File: config.mk
export PLATFORM = sky130hd
export DESIGN_NAME = uart_node_flat
export DESIGN_NICKNAME = d
export VERILOG_FILES = /design/src/rtl/uart_pkg.sv /design/src/rtl/uart_node_if.sv /design/src/rtl/uart_rx_core.sv /design/src/rtl/uart_node.sv /design/src/flat_wrapper.sv
export SDC_FILE = /design/constraint.sdc
export NUM_CORES = 1
export LEC_CHECK = 0
export BUFFER_PORTS_ARGS = -buffer_cell sky130_fd_sc_hd__buf_2
export CAP_MARGIN = 10
export CORE_ASPECT_RATIO = 1.25
export CORE_UTILIZATION = 40
export CTS_CLUSTER_SIZE = 40
export DETAILED_ROUTE_END_ITERATION = 6
export HOLD_SLACK_MARGIN = 0.02
export PLACE_DENSITY = 0.64
export SYNTH_ARGS = -nofsm -noshare
export SYNTH_HDL_FRONTEND = slang
export SYNTH_SLANG_ARGS = --single-unit
export TNS_END_PERCENT = 50
File: constraint.sdc
create_clock -name clk_sis -period 2.5 [get_ports clk_sis]
set_input_delay 0.25 -clock clk_sis [delete_from_list [all_inputs] [get_ports clk_sis]]
set_output_delay 0.25 -clock clk_sis [all_outputs]
set_load 0.05 [all_outputs]
File: src/rtl/uart_pkg.sv
// Shared types and constants for the uart_node endpoint and its receive core.
package uart_pkg;

  // Both the transmit and receive sequencers walk through the same four phases.
  typedef enum logic [1:0] {
    IDLE  = 2'd0,
    START = 2'd1,
    DATA  = 2'd2,
    STOP  = 2'd3
  } uart_state_e;

  // Default number of clk_uart ticks per bit period.
  localparam int unsigned OSR_DEF = 16;

  // Data bits per frame, sent and received LSB first.
  localparam int unsigned DATA_W = 8;

endpackage

File: src/rtl/uart_node_if.sv
// Byte-level and serial-line signals of one UART endpoint.
// The node takes the slave view; the stimulus block and the link take the master view.
interface uart_node_if;
  import uart_pkg::*;

  logic              start_bit;
  logic [DATA_W-1:0] data_in;
  logic              stop_bit;
  logic              tx1;
  logic              rx1;
  logic              tx_busy;
  logic [DATA_W-1:0] rx_data;
  logic              rx_valid;
  logic              rx_ferr;

  modport master (
    output start_bit, data_in, stop_bit, rx1,
    input  tx1, tx_busy, rx_data, rx_valid, rx_ferr
  );

  modport slave (
    input  start_bit, data_in, stop_bit, rx1,
    output tx1, tx_busy, rx_data, rx_valid, rx_ferr
  );

endinterface

File: src/rtl/uart_rx_core.sv
// Receive half of the UART endpoint: synchronises rx, detects the start edge,
// confirms it at mid start bit, samples each data bit mid-period and checks the stop bit.
module uart_rx_core
  import uart_pkg::*;
#(
  parameter int unsigned OSR = OSR_DEF
) (
  input  logic              clk_i,
  input  logic              rst_ni,
  input  logic              tick_i,
  input  logic              rx_i,
  output logic [DATA_W-1:0] rx_data_o,
  output logic              rx_valid_o,
  output logic              rx_ferr_o
);

  localparam int unsigned CNT_W = $clog2(OSR);
  localparam int unsigned BIT_W = $clog2(DATA_W);

  // [0],[1] synchroniser stages, [2] previous synchronised value for edge detection.
  logic [2:0]        rx_sync_q;
  logic              rx_s;
  logic              rx_fall;

  uart_state_e       state_q;
  logic [CNT_W-1:0]  tick_q;
  logic [BIT_W-1:0]  bit_q;
  logic [DATA_W-1:0] shift_q;
  logic [DATA_W-1:0] data_q;
  logic              valid_q;
  logic              ferr_q;

  assign rx_s    = rx_sync_q[1];
  assign rx_fall = rx_sync_q[2] & ~rx_sync_q[1];

  // Bring the serial line into clk_i and keep one extra stage for edge detection.
  // NOTE: stages preset to 1 (idle line level) so reset release never looks like a start edge.
  always_ff @(posedge clk_i or negedge rst_ni) begin
    if (!rst_ni) rx_sync_q <= '1;
    else         rx_sync_q <= {rx_sync_q[1:0], rx_i};
  end

  // Receive sequencer; a falling edge is only seen after the line has been high again,
  // which also provides the wait-for-idle after a framing error.
  // NOTE: all state here uses non-blocking assignments so every register sees pre-edge values.
  always_ff @(posedge clk_i or negedge rst_ni) begin
    if (!rst_ni) begin
      state_q <= IDLE;
      tick_q  <= '0;
      bit_q   <= '0;
      shift_q <= '0;
      data_q  <= '0;
      valid_q <= 1'b0;
      ferr_q  <= 1'b0;
    end else begin
      valid_q <= 1'b0;
      ferr_q  <= 1'b0;
      case (state_q)
        IDLE: begin
          if (rx_fall) begin
            tick_q  <= '0;
            state_q <= START;
          end
        end
        START: begin
          if (tick_i) begin
            if (tick_q == CNT_W'(OSR / 2 - 1)) begin
              tick_q  <= '0;
              bit_q   <= '0;
              // A line back high at mid start bit was a glitch, not a frame.
              state_q <= rx_s ? IDLE : DATA;
            end else begin
              tick_q <= tick_q + CNT_W'(1);
            end
          end
        end
        DATA: begin
          if (tick_i) begin
            if (tick_q == CNT_W'(OSR - 1)) begin
              tick_q  <= '0;
              shift_q <= {rx_s, shift_q[DATA_W-1:1]};
              if (bit_q == BIT_W'(DATA_W - 1)) state_q <= STOP;
              else                             bit_q   <= bit_q + BIT_W'(1);
            end else begin
              tick_q <= tick_q + CNT_W'(1);
            end
          end
        end
        STOP: begin
          if (tick_i) begin
            if (tick_q == CNT_W'(OSR - 1)) begin
              tick_q  <= '0;
              state_q <= IDLE;
              if (rx_s) begin
                data_q  <= shift_q;
                valid_q <= 1'b1;
              end else begin
                ferr_q  <= 1'b1;
              end
            end else begin
              tick_q <= tick_q + CNT_W'(1);
            end
          end
        end
        default: state_q <= IDLE;
      endcase
    end
  end

  assign rx_data_o  = data_q;
  assign rx_valid_o = valid_q;
  assign rx_ferr_o  = ferr_q;

endmodule

File: src/rtl/uart_node.sv
// Full-duplex 8N1/8N2 UART endpoint: tick and request edge detection plus the
// transmit sequencer live here; the receive path is in uart_rx_core.
module uart_node
  import uart_pkg::*;
#(
  parameter int unsigned OSR = OSR_DEF
) (
  input  logic        clk_sis,
  input  logic        rst,
  input  logic        clk_uart,
  uart_node_if.slave  bus
);

  localparam int unsigned CNT_W = $clog2(OSR);
  localparam int unsigned BIT_W = $clog2(DATA_W);

  logic [2:0]        uart_sync_q;
  logic              tick;
  logic              start_prev_q;
  logic              start_rise;

  uart_state_e       tx_state_q;
  logic [CNT_W-1:0]  tx_tick_q;
  logic [BIT_W-1:0]  tx_bit_q;
  logic [DATA_W-1:0] tx_shift_q;
  logic              tx_two_stop_q;
  logic              tx1_q;
  logic              tx_busy_q;
  logic              tx_bit_end;

  // clk_uart is a strobe, not a clock: synchronise it and turn each rising edge into a tick.
  always_ff @(posedge clk_sis or negedge rst) begin
    if (!rst) uart_sync_q <= '1;
    else      uart_sync_q <= {uart_sync_q[1:0], clk_uart};
  end

  assign tick = uart_sync_q[1] & ~uart_sync_q[2];

  // Remember last start_bit level so a request held high cannot retrigger.
  always_ff @(posedge clk_sis or negedge rst) begin
    if (!rst) start_prev_q <= 1'b1;
    else      start_prev_q <= bus.start_bit;
  end

  assign start_rise = bus.start_bit & ~start_prev_q;
  assign tx_bit_end = tick && (tx_tick_q == CNT_W'(OSR - 1));

  // Transmit sequencer: each bit lasts OSR ticks and tx1 only moves on a tick.
  always_ff @(posedge clk_sis or negedge rst) begin
    if (!rst) begin
      tx_state_q    <= IDLE;
      tx_tick_q     <= '0;
      tx_bit_q      <= '0;
      tx_shift_q    <= '0;
      tx_two_stop_q <= 1'b0;
      tx1_q         <= 1'b1;
      tx_busy_q     <= 1'b0;
    end else begin
      if (tick && tx_state_q != IDLE) begin
        tx_tick_q <= tx_bit_end ? '0 : tx_tick_q + CNT_W'(1);
      end
      case (tx_state_q)
        IDLE: begin
          if (start_rise && !tx_busy_q) begin
            // Capture now; the start bit goes out on the following tick.
            tx_shift_q    <= bus.data_in;
            tx_two_stop_q <= bus.stop_bit;
            tx_busy_q     <= 1'b1;
          end else if (tx_busy_q && tick) begin
            tx1_q      <= 1'b0;
            tx_tick_q  <= '0;
            tx_state_q <= START;
          end
        end
        START: begin
          if (tx_bit_end) begin
            tx1_q      <= tx_shift_q[0];
            tx_shift_q <= tx_shift_q >> 1;
            tx_bit_q   <= '0;
            tx_state_q <= DATA;
          end
        end
        DATA: begin
          if (tx_bit_end) begin
            if (tx_bit_q == BIT_W'(DATA_W - 1)) begin
              tx1_q      <= 1'b1;
              tx_bit_q   <= '0;
              tx_state_q <= STOP;
            end else begin
              tx1_q      <= tx_shift_q[0];
              tx_shift_q <= tx_shift_q >> 1;
              tx_bit_q   <= tx_bit_q + BIT_W'(1);
            end
          end
        end
        STOP: begin
          if (tx_bit_end) begin
            // tx_bit_q counts stop periods already sent.
            if (tx_two_stop_q && tx_bit_q == '0) begin
              tx_bit_q <= BIT_W'(1);
            end else begin
              tx_state_q <= IDLE;
              tx_busy_q  <= 1'b0;
            end
          end
        end
        default: tx_state_q <= IDLE;
      endcase
    end
  end

  assign bus.tx1     = tx1_q;
  assign bus.tx_busy = tx_busy_q;

  uart_rx_core #(
    .OSR (OSR)
  ) u_rx_core (
    .clk_i      (clk_sis),
    .rst_ni     (rst),
    .tick_i     (tick),
    .rx_i       (bus.rx1),
    .rx_data_o  (bus.rx_data),
    .rx_valid_o (bus.rx_valid),
    .rx_ferr_o  (bus.rx_ferr)
  );

endmodule

File: src/flat_wrapper.sv
// flat-port wrapper written by rule: the top's interface ports become plain ports
module uart_node_flat import uart_pkg::*;
#(
  parameter int unsigned OSR = OSR_DEF
)
  (clk_sis, rst, clk_uart, bus_start_bit, bus_data_in, bus_stop_bit, bus_rx1, bus_tx1, bus_tx_busy, bus_rx_data, bus_rx_valid, bus_rx_ferr);
  uart_node_if bus_i ();
  input  logic clk_sis;
  input  logic rst;
  input  logic clk_uart;
  input wire logic [$bits(bus_i.start_bit)-1:0] bus_start_bit;
  input wire logic [$bits(bus_i.data_in)-1:0] bus_data_in;
  input wire logic [$bits(bus_i.stop_bit)-1:0] bus_stop_bit;
  input wire logic [$bits(bus_i.rx1)-1:0] bus_rx1;
  output wire logic [$bits(bus_i.tx1)-1:0] bus_tx1;
  output wire logic [$bits(bus_i.tx_busy)-1:0] bus_tx_busy;
  output wire logic [$bits(bus_i.rx_data)-1:0] bus_rx_data;
  output wire logic [$bits(bus_i.rx_valid)-1:0] bus_rx_valid;
  output wire logic [$bits(bus_i.rx_ferr)-1:0] bus_rx_ferr;
  assign bus_i.start_bit = bus_start_bit;
  assign bus_i.data_in = bus_data_in;
  assign bus_i.stop_bit = bus_stop_bit;
  assign bus_i.rx1 = bus_rx1;
  assign bus_tx1 = bus_i.tx1;
  assign bus_tx_busy = bus_i.tx_busy;
  assign bus_rx_data = bus_i.rx_data;
  assign bus_rx_valid = bus_i.rx_valid;
  assign bus_rx_ferr = bus_i.rx_ferr;
  uart_node #(.OSR(OSR)) u_core (.clk_sis(clk_sis), .rst(rst), .clk_uart(clk_uart), .bus(bus_i));
endmodule
# After elaboration in Yosys (flattened, before gate mapping)
# Index checks and enable logic that the tools add are counted.
[totals] out_inout_bits=12 elab_cells=148 input_bits=14 ff_bits=54
[classes] reduce_logical=26 n_bitwise=6 muxes=64 n_addsub=4 eq_ne=31
[ops] cell="4-bit two-way mux" count=10
[ops] cell="2-bit two-way mux" count=16
[ops] cell="8-bit two-way mux" count=4
[ops] cell="3-bit two-way mux" count=10
[ops] cell="8-bit one-hot mux with 3 select lines" count=1
[ops] cell="2-bit by 1-bit != test with 1-bit output, second input constant" count=11
[ops] cell="2-bit != test, second input constant" count=9
[ops] cell="1-bit two-way mux" count=16
[ops] cell="2-bit one-hot mux with 4 select lines" count=2
[ops] cell="5-bit AND reduction" count=3
[ops] cell="4-bit one-hot mux with 3 select lines" count=1
[ops] cell="3-bit one-hot mux with 3 select lines" count=1
[ops] cell="4-bit by 1-bit adder with 4-bit output, second input constant" count=2
[ops] cell="2-bit == test, second input constant" count=4
[ops] cell="4-bit == test, second input constant" count=2
[ops] cell="4-bit AND reduction" count=2
[ops] cell="8-bit AND reduction" count=1
[ops] cell="7-bit AND reduction" count=1
[ops] cell="3-bit by 1-bit adder with 3-bit output, second input constant" count=2
[ops] cell="3-bit == test, second input constant" count=2
[ops] cell="3-bit one-hot mux with 2 select lines" count=1
[ops] cell="3-bit AND reduction" count=2
[ops] cell="6-bit AND reduction" count=1
[ops] cell="2-bit nonzero test" count=3
[ops] cell="other kinds (13)" count=24

# Depth between registers and ports, before layout
# Gate-level depths: netlist (run 1).
[depth] ltp_word=8 ltp_mapped=7 mapped_depth_nobuf=7

# By module
# From an unflattened synthesis (run 1), not the netlist that was laid out.
[hier_totals] cells_unflattened=215 hier_area_um2=2717.6
[by_module_without_submodules] module="uart_node" seq_area_each_um2=606.8 area_per_inst_um2=1371.3 cells_each=115 instances=1
[by_module_without_submodules] module="uart_rx_core" seq_area_each_um2=754.5 area_per_inst_um2=1346.3 cells_each=100 instances=1

# Worst setup path after synthesis (run 1)
# Ideal clock, no wire load.
[synth_timing] path_type="flip-flop to flip-flop" start="register u_core.tx_tick_q[0]" end="register u_core.tx_shift_q[0]" path_stages_with_launch=7 slack_ps=714 n_path_buf=0 arrival_time_ps=1662 required_time_ps=2375 setup_time_ps=125 period_less_slack_ps=1786 path_cell_list="dfrtp_1 ha_1 and3_4 nand2_1 a21oi_1 o21ai_2 mux2_2"
[synth_between] elab_chain_cells=4 word_cells_on_any_way=5 cone_classes="eq/ne: 3; reduce/logical: 2"
[synth_rtl] element="start: declaration" line_no="uart_node.sv:23" rtl="logic [CNT_W-1:0] tx_tick_q;"
[synth_rtl] element="start signal: assignment" line_no="uart_node.sv:60" rtl="tx_tick_q <= tx_bit_end ? '0 : tx_tick_q + CNT_W'(1);"
[synth_rtl] element="4-bit == test *" line_no="uart_node.sv:46" rtl="assign tx_bit_end = tick && (tx_tick_q == CNT_W'(OSR - 1));"
[synth_rtl] element="1-bit logical AND *" line_no="uart_node.sv:46"
[synth_rtl] element="2-bit by 1-bit != test with 1-bit output (no source line)"
[synth_rtl] element="5-bit AND reduction (no source line) *"
[synth_rtl] element="end signal: assignment" line_no="uart_node.sv:66" rtl="tx_shift_q <= bus.data_in;"
[synth_rtl] element="end signal: assignment" line_no="uart_node.sv:78" rtl="tx_shift_q <= tx_shift_q >> 1;"
[synth_rtl] element="end signal: assignment" line_no="uart_node.sv:91" rtl="tx_shift_q <= tx_shift_q >> 1;"
[synth_rtl] element="end: declaration" line_no="uart_node.sv:25" rtl="logic [DATA_W-1:0] tx_shift_q;"
# Every way passes the cells marked *; elsewhere a longest branch is shown, timed or not.
# A chain may end at the register's enable or synchronous reset.

# Worst setup path in the final report (run 1)
[layout_timing] start="register u_core.tx_tick_q[0]" end="register u_core.tx_shift_q[7]"
# Same word-level chain as after synthesis.

==> Flow_metrics.wiki, run 1 <==
{| class="wikitable"
! Metric !! Value
|-
| Most common cell in the synthesized netlist || sky130_fd_sc_hd__dfrtp_1
|-
| Gate Count Post-Synth || 215
|-
| Post-layout net count || 271
|-
| Vertical die dimension || 91.4 um
|-
| Kind of end point of the critical path || register
|-
| Total of flip-flops plus latches after synthesis || 54
|-
| Syn-to-layout area delta || 13.8%
|-
| Clock-pin slew on the worst setup and hold paths || 100 ps
|-
| Library cells used by synthesis || 39
|-
| Latest clock arrival within the worst-skew pair || 300 ps
|-
| Result of the run || finished clean
|-
| Placer's final routability congestion estimate || 0.779
|-
| Clock Skew || 7.90 ps
|-
| Xor and xnor fraction of the mapped netlist area || 0.685%
|-
| Worst-path cell chain || ha_1 -> and3_4 -> nand2_1 -> a21oi_1 -> o21ai_2 -> mux2_2
|-
| Worst reg2reg endpoint || u_core.tx_shift_q[7]$_DFFE_PN0P_
|-
| Cell count of the worst hold path || 1
|-
| Transition at the pin with the smallest max-transition slack || 654 ps
|-
| Number of slew-limit violations in the final report || 0
|-
| Overflow after GRT || 0
|-
| Family with the most delay on the worst path || compound AO/OA/AOI/OAI gates
|-
| IO Pins || 26
|-
| Layout fillers || 593
|-
| Synthesized-area fraction occupied by adder cells || 5.87%
|-
| Leading cell types by total area after synthesis || sky130_fd_sc_hd__dfrtp_1, sky130_fd_sc_hd__mux2_2, sky130_fd_sc_hd__dfstp_2
|-
| Synth Area in Simple Gates || 12.6%
|-
| Drt wl/cell || 12.6 um
|-
| Reported max-cap violation count || 0
|-
| Final period utilization || 79.1%
|-
| Placed cell count || 321
|-
| Antenna diode count || 0
|-
| Library cell with the largest summed area after synthesis || sky130_fd_sc_hd__dfrtp_1
|-
| Finish-stage setup viols || 0
|-
| Clock tree from TritonCTS || built
|-
| Row Count || 32
|-
| Length in cells of the worst reg-to-reg path || 6
|-
| Drt drc || 0
|-
| Kind of path behind the tightest hold check || input pin to register
|-
| Area share of the largest cell type after synthesis || 45.0%
|-
| Wire length reported by the detailed router || 4180 um
|-
| Largest net degree at the start of global routing || 31
|-
| Worst-case vdd ir drop || 0.000932 V
|-
| First-pass GRT wire length || 7280 um
|-
| Delay of the slowest critical-path stage || 430 ps
|-
| Critical path buffer and inverter count || 0
|-
| Fraction of final layout cells sized beyond drive strength 1 || 33.3%
|-
| Hold Crit Start || bus_rx1
|-
| Worst hold path endpoint || u_core.u_rx_core.rx_sync_q[0]$_DFF_PN1_
|-
| Total standard cell area after synthesis || 2560 um^2
|-
| Pwr dens || 1010 nW/um^2
|-
| Via count || 1632
|-
| Fraction of the mapped netlist area in compound gates || 8.37%
|-
| Die area || 6720 um^2
|-
| Number of H-tree levels || 2
|-
| Critical path data required time || 2700 ps
|-
| Post-route antenna net violation count || 0
|-
| Path type of the worst setup path || register to register
|-
| Fraction of the yosys area taken by sequential cells || 53.2%
|-
| Multiplexer area fraction after synthesis || 16.4%
|-
| Post-route insts no fill || 331
|-
| Worst slew margin relative to its limit || 56.4%
|-
| Synth Flop Type || sky130_fd_sc_hd__dfrtp_1
|-
| Top achievable clock speed || 0.506 GHz
|-
| Max stage delay cell, worst path || sky130_fd_sc_hd__dfrtp_1
|-
| Sink Count || 54
|-
| RSZ-0062 raised after global routing || no
|-
| Flop-to-flop setup slack || 520 ps
|-
| Data arrival time at the worst-slack endpoint || 2180 ps
|-
| Most frequent cells after synthesis || sky130_fd_sc_hd__dfrtp_1, sky130_fd_sc_hd__mux2_2, sky130_fd_sc_hd__nand2_1, sky130_fd_sc_hd__ha_1, sky130_fd_sc_hd__o21ai_0
|-
| Number of global-route vias before repair || 1574
|-
| Number of port buffers || 25
|-
| Buffer levels on the longest clock path || 2
|-
| Routed vias/inst || 4.93
|-
| Reg-to-reg startpoint || u_core.tx_tick_q[0]$_DFF_PN0_
|-
| Hold violation count in the final report || 0
|-
| Mean instance size in the synthesized netlist || 11.9 um^2
|-
| Type of element launching the critical path || register
|-
| Reported leakage power || 1.39 nW
|-
| Share of flip-flops with an asynchronous set or reset || 100%
|-
| CTS Buf Count || 5
|-
| Warning count from the yosys run || 0
|-
| EDFF count, synth || 0
|-
| Dominant combinational cell family by area after synthesis || multiplexers
|-
| Post-CTS setup repair buffer count || 0
|-
| Starting Density || 41.5%
|-
| DR iter-0 viols || 50
|-
| Die boundary width || 73.5 um
|-
| Number of nets in the synthesized netlist || 241
|-
| Clock Tree Root || sky130_fd_sc_hd__clkbuf_8
|-
| Core outline area || 6170 um^2
|-
| Total Routing Usage GR || 14.1%
|-
| Detailed Place HPWL || 3030 um
|-
| Final worst path period need || 1980 ps
|-
| Crit-path max FO || 8
|-
| Initial antenna violation count || 0
|-
| Number of detailed-route iterations in the first pass || 4
|-
| Final-layout setup total negative slack || 0 ps
|}
==> worst max-delay path by stage <==
stage                                                start                               end  cells past startpoint
after floorplan              u_core.tx_tick_q[0]$_DFF_PN0_  u_core.tx_shift_q[0]$_DFFE_PN0P_                      6
after global placement       u_core.tx_tick_q[0]$_DFF_PN0_  u_core.tx_shift_q[5]$_DFFE_PN0P_                      6
after detailed placement     u_core.tx_tick_q[0]$_DFF_PN0_  u_core.tx_shift_q[1]$_DFFE_PN0P_                      6
after CTS                    u_core.tx_tick_q[0]$_DFF_PN0_  u_core.tx_shift_q[1]$_DFFE_PN0P_                      6
after global routing      u_core.tx_state_q[0]$_DFFE_PN0P_  u_core.tx_two_stop_q$_DFFE_PN0P_                      5
final                        u_core.tx_tick_q[0]$_DFF_PN0_  u_core.tx_shift_q[7]$_DFFE_PN0P_                      6
==> placed cells by master, fill, tap and decap left out, types with 3 or more instances in the layout <==
master	n
sky130_fd_sc_hd__a21oi_1	8
sky130_fd_sc_hd__a31oi_1	3
sky130_fd_sc_hd__buf_2	25
sky130_fd_sc_hd__clkbuf_8	6
sky130_fd_sc_hd__dfrtp_1	46
sky130_fd_sc_hd__dfstp_2	8
sky130_fd_sc_hd__ha_1	12
sky130_fd_sc_hd__inv_1	10
sky130_fd_sc_hd__mux2_2	32
sky130_fd_sc_hd__mux2i_1	6
sky130_fd_sc_hd__nand2_1	22
sky130_fd_sc_hd__nand2b_1	4
sky130_fd_sc_hd__nand3_1	6
sky130_fd_sc_hd__nor2_1	10
sky130_fd_sc_hd__nor4b_1	3
sky130_fd_sc_hd__o21ai_0	12
==> final cells by class <==
cell class,count,area (um^2),share of cell area [%]
clock inverter,2,38.8,1.33
timing repair buffer,29,160,5.50
inverter,10,37.5,1.29
multi-input combinational,145,1120,38.6
clock buffer,6,82.6,2.84
sequential,54,1360,46.8
tap,85,106,3.65
==> state kept, by name (all words and copies together) (netlist names), 2 cells and up, named ones only <==
register and count:
u_core.tx_state_q 2, u_core.u_rx_core.rx_sync_q 3, u_core.tx_tick_q 4, u_core.u_rx_core.rx_data_o 8
u_core.tx_bit_q 3, u_core.u_rx_core.tick_q 4, u_core.tx_shift_q 8, u_core.uart_sync_q 3
u_core.u_rx_core.bit_q 3, u_core.u_rx_core.shift_q 8
==> per-stage QoR <==
step                      instance area, um^2  hold slack, ps  setup slack [ps]  utilization [%]  power, mW
after CTS                                2910            33.0               503             47.2       2.98
after global routing                     2910            23.0               393             47.2       3.15
after detailed placement                 2770             332               538             44.9       2.36
after floorplan                          2560           -45.6               714                -       2.13
final                                    2910            44.9               523             47.2       2.94
after global placement                   2770             314               576             44.9       2.33
==> kinds of logic (layout without fill, tap and decap cells) <==
| kind of cell | Yosys count | after routing |
|---|---|---|
| adder cells (fa/ha/maj) | 12 | 12 |
| XOR/XNOR | 2 | 2 |
| multiplexers | 38 | 38 |
| buffers and inverters | 16 | 47 |
| AND/OR/NAND/NOR | 59 | 59 |
| flip-flops | 54 | 54 |
| AO/OA/AOI/OAI | 34 | 34 |
==> power breakdown <==
| group | switching, mW | internal [mW] |
|---|---|---|
| registers | 0.189 | 1.08 |
| logic | 0.515 | 0.545 |
| clock network | 0.290 | 0.330 |
| total | 0.995 | 1.95 |
==> what timing repair did <==
item	4_1_cts	5_1_grt
resized for setup	0	0
setup endpoints to repair	0	0
hold endpoints to repair	27	0
hold buffers	2	0
==> metal layers <==
metal  up-vias  GRT usage [%]  part of all wire [%]
met5         -              0                     0
met4         0           5.77                   2.0
met3         7           3.00                   2.1
met2        18           22.3                    49
met1       788           18.4                    47
li1        819              -                     -
No activity file was read; power rests on OpenSTA's default activity.
==> run 2, diff against run 1 <==
ABC_AREA = 1   (was unset)
PLACE_DENSITY = 0.66   (was 0.64)
clock period = 1.73 ns   (was 2.5 ns; I/O delays follow)
==> Flow_metrics.wiki, run 2 <==
{| class="wikitable"
! Metric !! Value
|-
| Total standard cell area after synthesis || 2620 um^2 (+2.4%)
|-
| Max stage delay cell, worst path || sky130_fd_sc_hd__ha_2
|-
| Antenna diode count || 0 (unchanged)
|-
| Number of slew-limit violations in the final report || 0 (unchanged)
|-
| Library cell with the largest summed area after synthesis || sky130_fd_sc_hd__dfrtp_1
|-
| Buffer levels on the longest clock path || 2 (unchanged)
|-
| Length in cells of the worst reg-to-reg path || 5 (-1)
|-
| Largest net degree at the start of global routing || 39 (+26%)
|-
| Post-layout net count || 350 (+29%)
|-
| Number of port buffers || 25 (unchanged)
|-
| Row Count || 32 (unchanged)
|-
| Final period utilization || 91.8% (+13 points)
|-
| Final worst path period need || 1590 ps (-389 ps)
|-
| Most common cell after layout, fill and taps aside || sky130_fd_sc_hd__nand2_1
|-
| Number of detailed-route iterations in the first pass || 4 (unchanged)
|-
| Warning count from the yosys run || 0 (unchanged)
|-
| Die boundary width || 74.4 um (+1.2%)
|-
| Clock Tree Root || sky130_fd_sc_hd__clkbuf_8
|-
| Latest clock arrival within the worst-skew pair || 300 ps (about the same)
|-
| Critical path buffer and inverter count || 1 (+1)
|-
| Post-route insts no fill || 410 (+24%)
|-
| Die area || 6880 um^2 (+2.4%)
|-
| Worst hold path endpoint || u_core.tx_two_stop_q$_DFFE_PN0P_
|-
| Hold violation count in the final report || 0 (unchanged)
|-
| Worst reg2reg endpoint || u_core.tx_shift_q[3]$_DFFE_PN0P_
|-
| Initial antenna violation count || 0 (unchanged)
|-
| Utilization after layout || 48.2% (+1.0 points)
|-
| Top library cells by usage in the layout, fill and taps aside || sky130_fd_sc_hd__nand2_1, sky130_fd_sc_hd__dfrtp_1, sky130_fd_sc_hd__inv_1
|-
| Kind of end point of the critical path || register
|-
| Clock Skew || 5.70 ps (-2.20 ps)
|-
| Top achievable clock speed || 0.630 GHz (+25%)
|-
| IO Pins || 26 (unchanged)
|-
| Drt wl/cell || 11.0 um (-13%)
|-
| Delay of the slowest critical-path stage || 450 ps (+20 ps)
|-
| Critical path data required time || 1940 ps (-760 ps)
|-
| Library cells used by synthesis || 32 (-18%)
|-
| Vertical die dimension || 92.5 um (+1.2%)
|-
| DR iter-0 viols || 69 (+38%)
|-
| Starting Density || 41.9% (+0.47 points)
|-
| Type of element launching the critical path || register
|-
| Area share of the largest cell type after synthesis || 43.9% (-1.1 points)
|-
| FF+latch area || 1360 um^2 (unchanged)
|-
| Share of flip-flops with an asynchronous set or reset || 100% (unchanged)
|-
| Number of H-tree levels || 2 (unchanged)
|-
| Overflow after GRT || 0 (unchanged)
|-
| Family with the most delay on the worst path || adder cells
|-
| Detailed Place HPWL || 3280 um (+8.3%)
|-
| Path type of the worst setup path || register to register
|-
| Hold Crit Start || bus_stop_bit
|-
| Clock tree from TritonCTS || built
|-
| Via count || 1915 (+17%)
|-
| Gate Count Post-Synth || 286 (+33%)
|-
| Fraction of final layout cells sized beyond drive strength 1 || 27.1% (-6.3 points)
|-
| Transition at the pin with the smallest max-transition slack || 410 ps (-245 ps)
|-
| Core outline area || 6250 um^2 (+1.3%)
|-
| Total Routing Usage GR || 14.6% (+0.52 points)
|-
| Syn-to-layout area delta || 15.0%
|-
| Placer's final routability congestion estimate || 0.848 (+8.8%)
|-
| Fraction of the yosys area taken by sequential cells || 52.0% (-1.3 points)
|-
| Drt drc || 0 (unchanged)
|-
| Most common cell in the synthesized netlist || sky130_fd_sc_hd__nand2_1
|-
| CTS Buf Count || 5 (unchanged)
|-
| Mean instance size in the synthesized netlist || 9.16 um^2 (-23%)
|-
| First-pass GRT wire length || 7820 um (+7.4%)
|-
| Data arrival time at the worst-slack endpoint || 1790 ps (-390 ps)
|-
| Number of global-route vias before repair || 1806 (+15%)
|-
| Reported max-cap violation count || 0 (unchanged)
|-
| Reg-to-reg startpoint || u_core.tx_state_q[1]$_DFFE_PN0P_
|-
| Area of combinational cells with multiple inputs || 1100 um^2 (-2.1%)
|-
| Total of flip-flops plus latches after synthesis || 54 (unchanged)
|-
| Crit-path max FO || 8 (unchanged)
|-
| Leading cell types by total area after synthesis || sky130_fd_sc_hd__dfrtp_1, sky130_fd_sc_hd__nand2_1, sky130_fd_sc_hd__dfstp_2
|-
| Clock-pin slew on the worst setup and hold paths || 90 ps (about the same)
|-
| Placed cell count || 398 (+24%)
|-
| EDFF count, synth || 0 (unchanged)
|-
| Pwr dens || 1430 nW/um^2 (+42%)
|-
| Worst-case vdd ir drop || 0.00124 V (+33%)
|-
| RSZ-0062 raised after global routing || no
|-
| Result of the run || finished clean
|-
| Routed vias/inst || 4.67 (-5.3%)
|-
| Layout fillers || 625 (+5.4%)
|-
| Sink Count || 54 (unchanged)
|-
| Final-layout setup total negative slack || 0 ps (unchanged)
|-
| Most frequent cells after synthesis || sky130_fd_sc_hd__nand2_1, sky130_fd_sc_hd__dfrtp_1, sky130_fd_sc_hd__inv_1, sky130_fd_sc_hd__nand3_1, sky130_fd_sc_hd__o21ai_1
|-
| Worst slew margin relative to its limit || 72.7% (+16 points)
|-
| Flop-to-flop setup slack || 140 ps (-380 ps)
|-
| Post-route antenna net violation count || 0 (unchanged)
|-
| Kind of path behind the tightest hold check || input pin to register
|-
| Wire length reported by the detailed router || 4520 um (+8.3%)
|-
| Reported leakage power || 1.48 nW (+6.7%)
|-
| Cell count of the worst hold path || 2 (+1)
|-
| Worst-path cell chain || inv_1 -> ha_2 -> mux2_2 -> nand3_1 -> nand2_1
|-
| Number of nets in the synthesized netlist || 312 (+29%)
|-
| Finish-stage setup viols || 0 (unchanged)
|-
| Synth Flop Type || sky130_fd_sc_hd__dfrtp_1
|}
## run 2: cell families after synthesis
kind of cell	after synthesis	synth area share [%]
AO/OA/AOI/OAI	37	8.64
XOR/XNOR	1	0.334
adder cells (fa/ha/maj)	12	5.73
buffers and inverters	40	6.16
flip-flops	54	52.0
multiplexers	8	3.44
AND/OR/NAND/NOR	134	23.7
## run 2: per-layer routing
layer	vias up	track usage (%)	wire length [um]
met1	874	17.7	2090
met3	9	3.48	153
li1	998	-	-
met2	34	24.5	2190
met5	-	0	0
met4	0	5.66	87
## run 2: stage by stage
stage / total power, mW / worst slack, ps / cell area [um^2] / hold WS [ps]
final: 4.32 / 142 / 3010 / 100
after global routing: 4.69 / 51.8 / 3010 / 97.6
after CTS: 4.35 / 97.1 / 3010 / 92.9
after detailed placement: 3.63 / 114 / 2880 / 138
after global placement: 3.59 / 132 / 2880 / 135
after floorplan: 3.17 / 240 / 2620 / -123
## run 2: worst reg2reg max path, delay by kind of cell (launching register included)
family        cells  cell delay, ps
simple gates      2             160
fa+ha+maj         1             450
buf+inv           1              90
mux               1             370
flops             1             430
## run 2: how the worst max path moves through the flow
stage	depth (start not counted)	end	start
finish	5	u_core.tx_shift_q[3]$_DFFE_PN0P_	u_core.tx_state_q[1]$_DFFE_PN0P_
global route	6	u_core.tx_tick_q[2]$_DFF_PN0_	u_core.tx_state_q[0]$_DFFE_PN0P_
CTS	5	u_core.tx_shift_q[3]$_DFFE_PN0P_	u_core.tx_state_q[0]$_DFFE_PN0P_
detailed placement	5	u_core.tx_shift_q[2]$_DFFE_PN0P_	u_core.tx_state_q[0]$_DFFE_PN0P_
global placement	5	u_core.tx_shift_q[3]$_DFFE_PN0P_	u_core.tx_state_q[1]$_DFFE_PN0P_
floorplan	6	u_core.tx_shift_q[0]$_DFFE_PN0P_	u_core.tx_state_q[0]$_DFFE_PN0P_
## run 2: cell type report
cell class                      instances  share of cell area (%)
Clock inverter                          2                   0.457
Multi-Input combinational cell        192                    36.5
Tap cell                               85                    3.53
Clock buffer                            6                    2.41
Inverter                               36                    4.49
Sequential cell                        54                    45.2
Timing Repair Buffer                   35                    7.39
## run 2: repair_timing
action                                  4_1_cts  5_1_grt
hold endpoints to repair                     17        0
buffers inserted                              0        0
endpoints found under the setup margin        0        9
resized for setup                             0        2
hold buffers                                  4        0
## run 2: where the power goes
group	internal (mW)	switching (mW)
Combinational	0.763	1.06
Clock	0.287	0.403
Sequential	1.56	0.246
Total	2.61	1.71
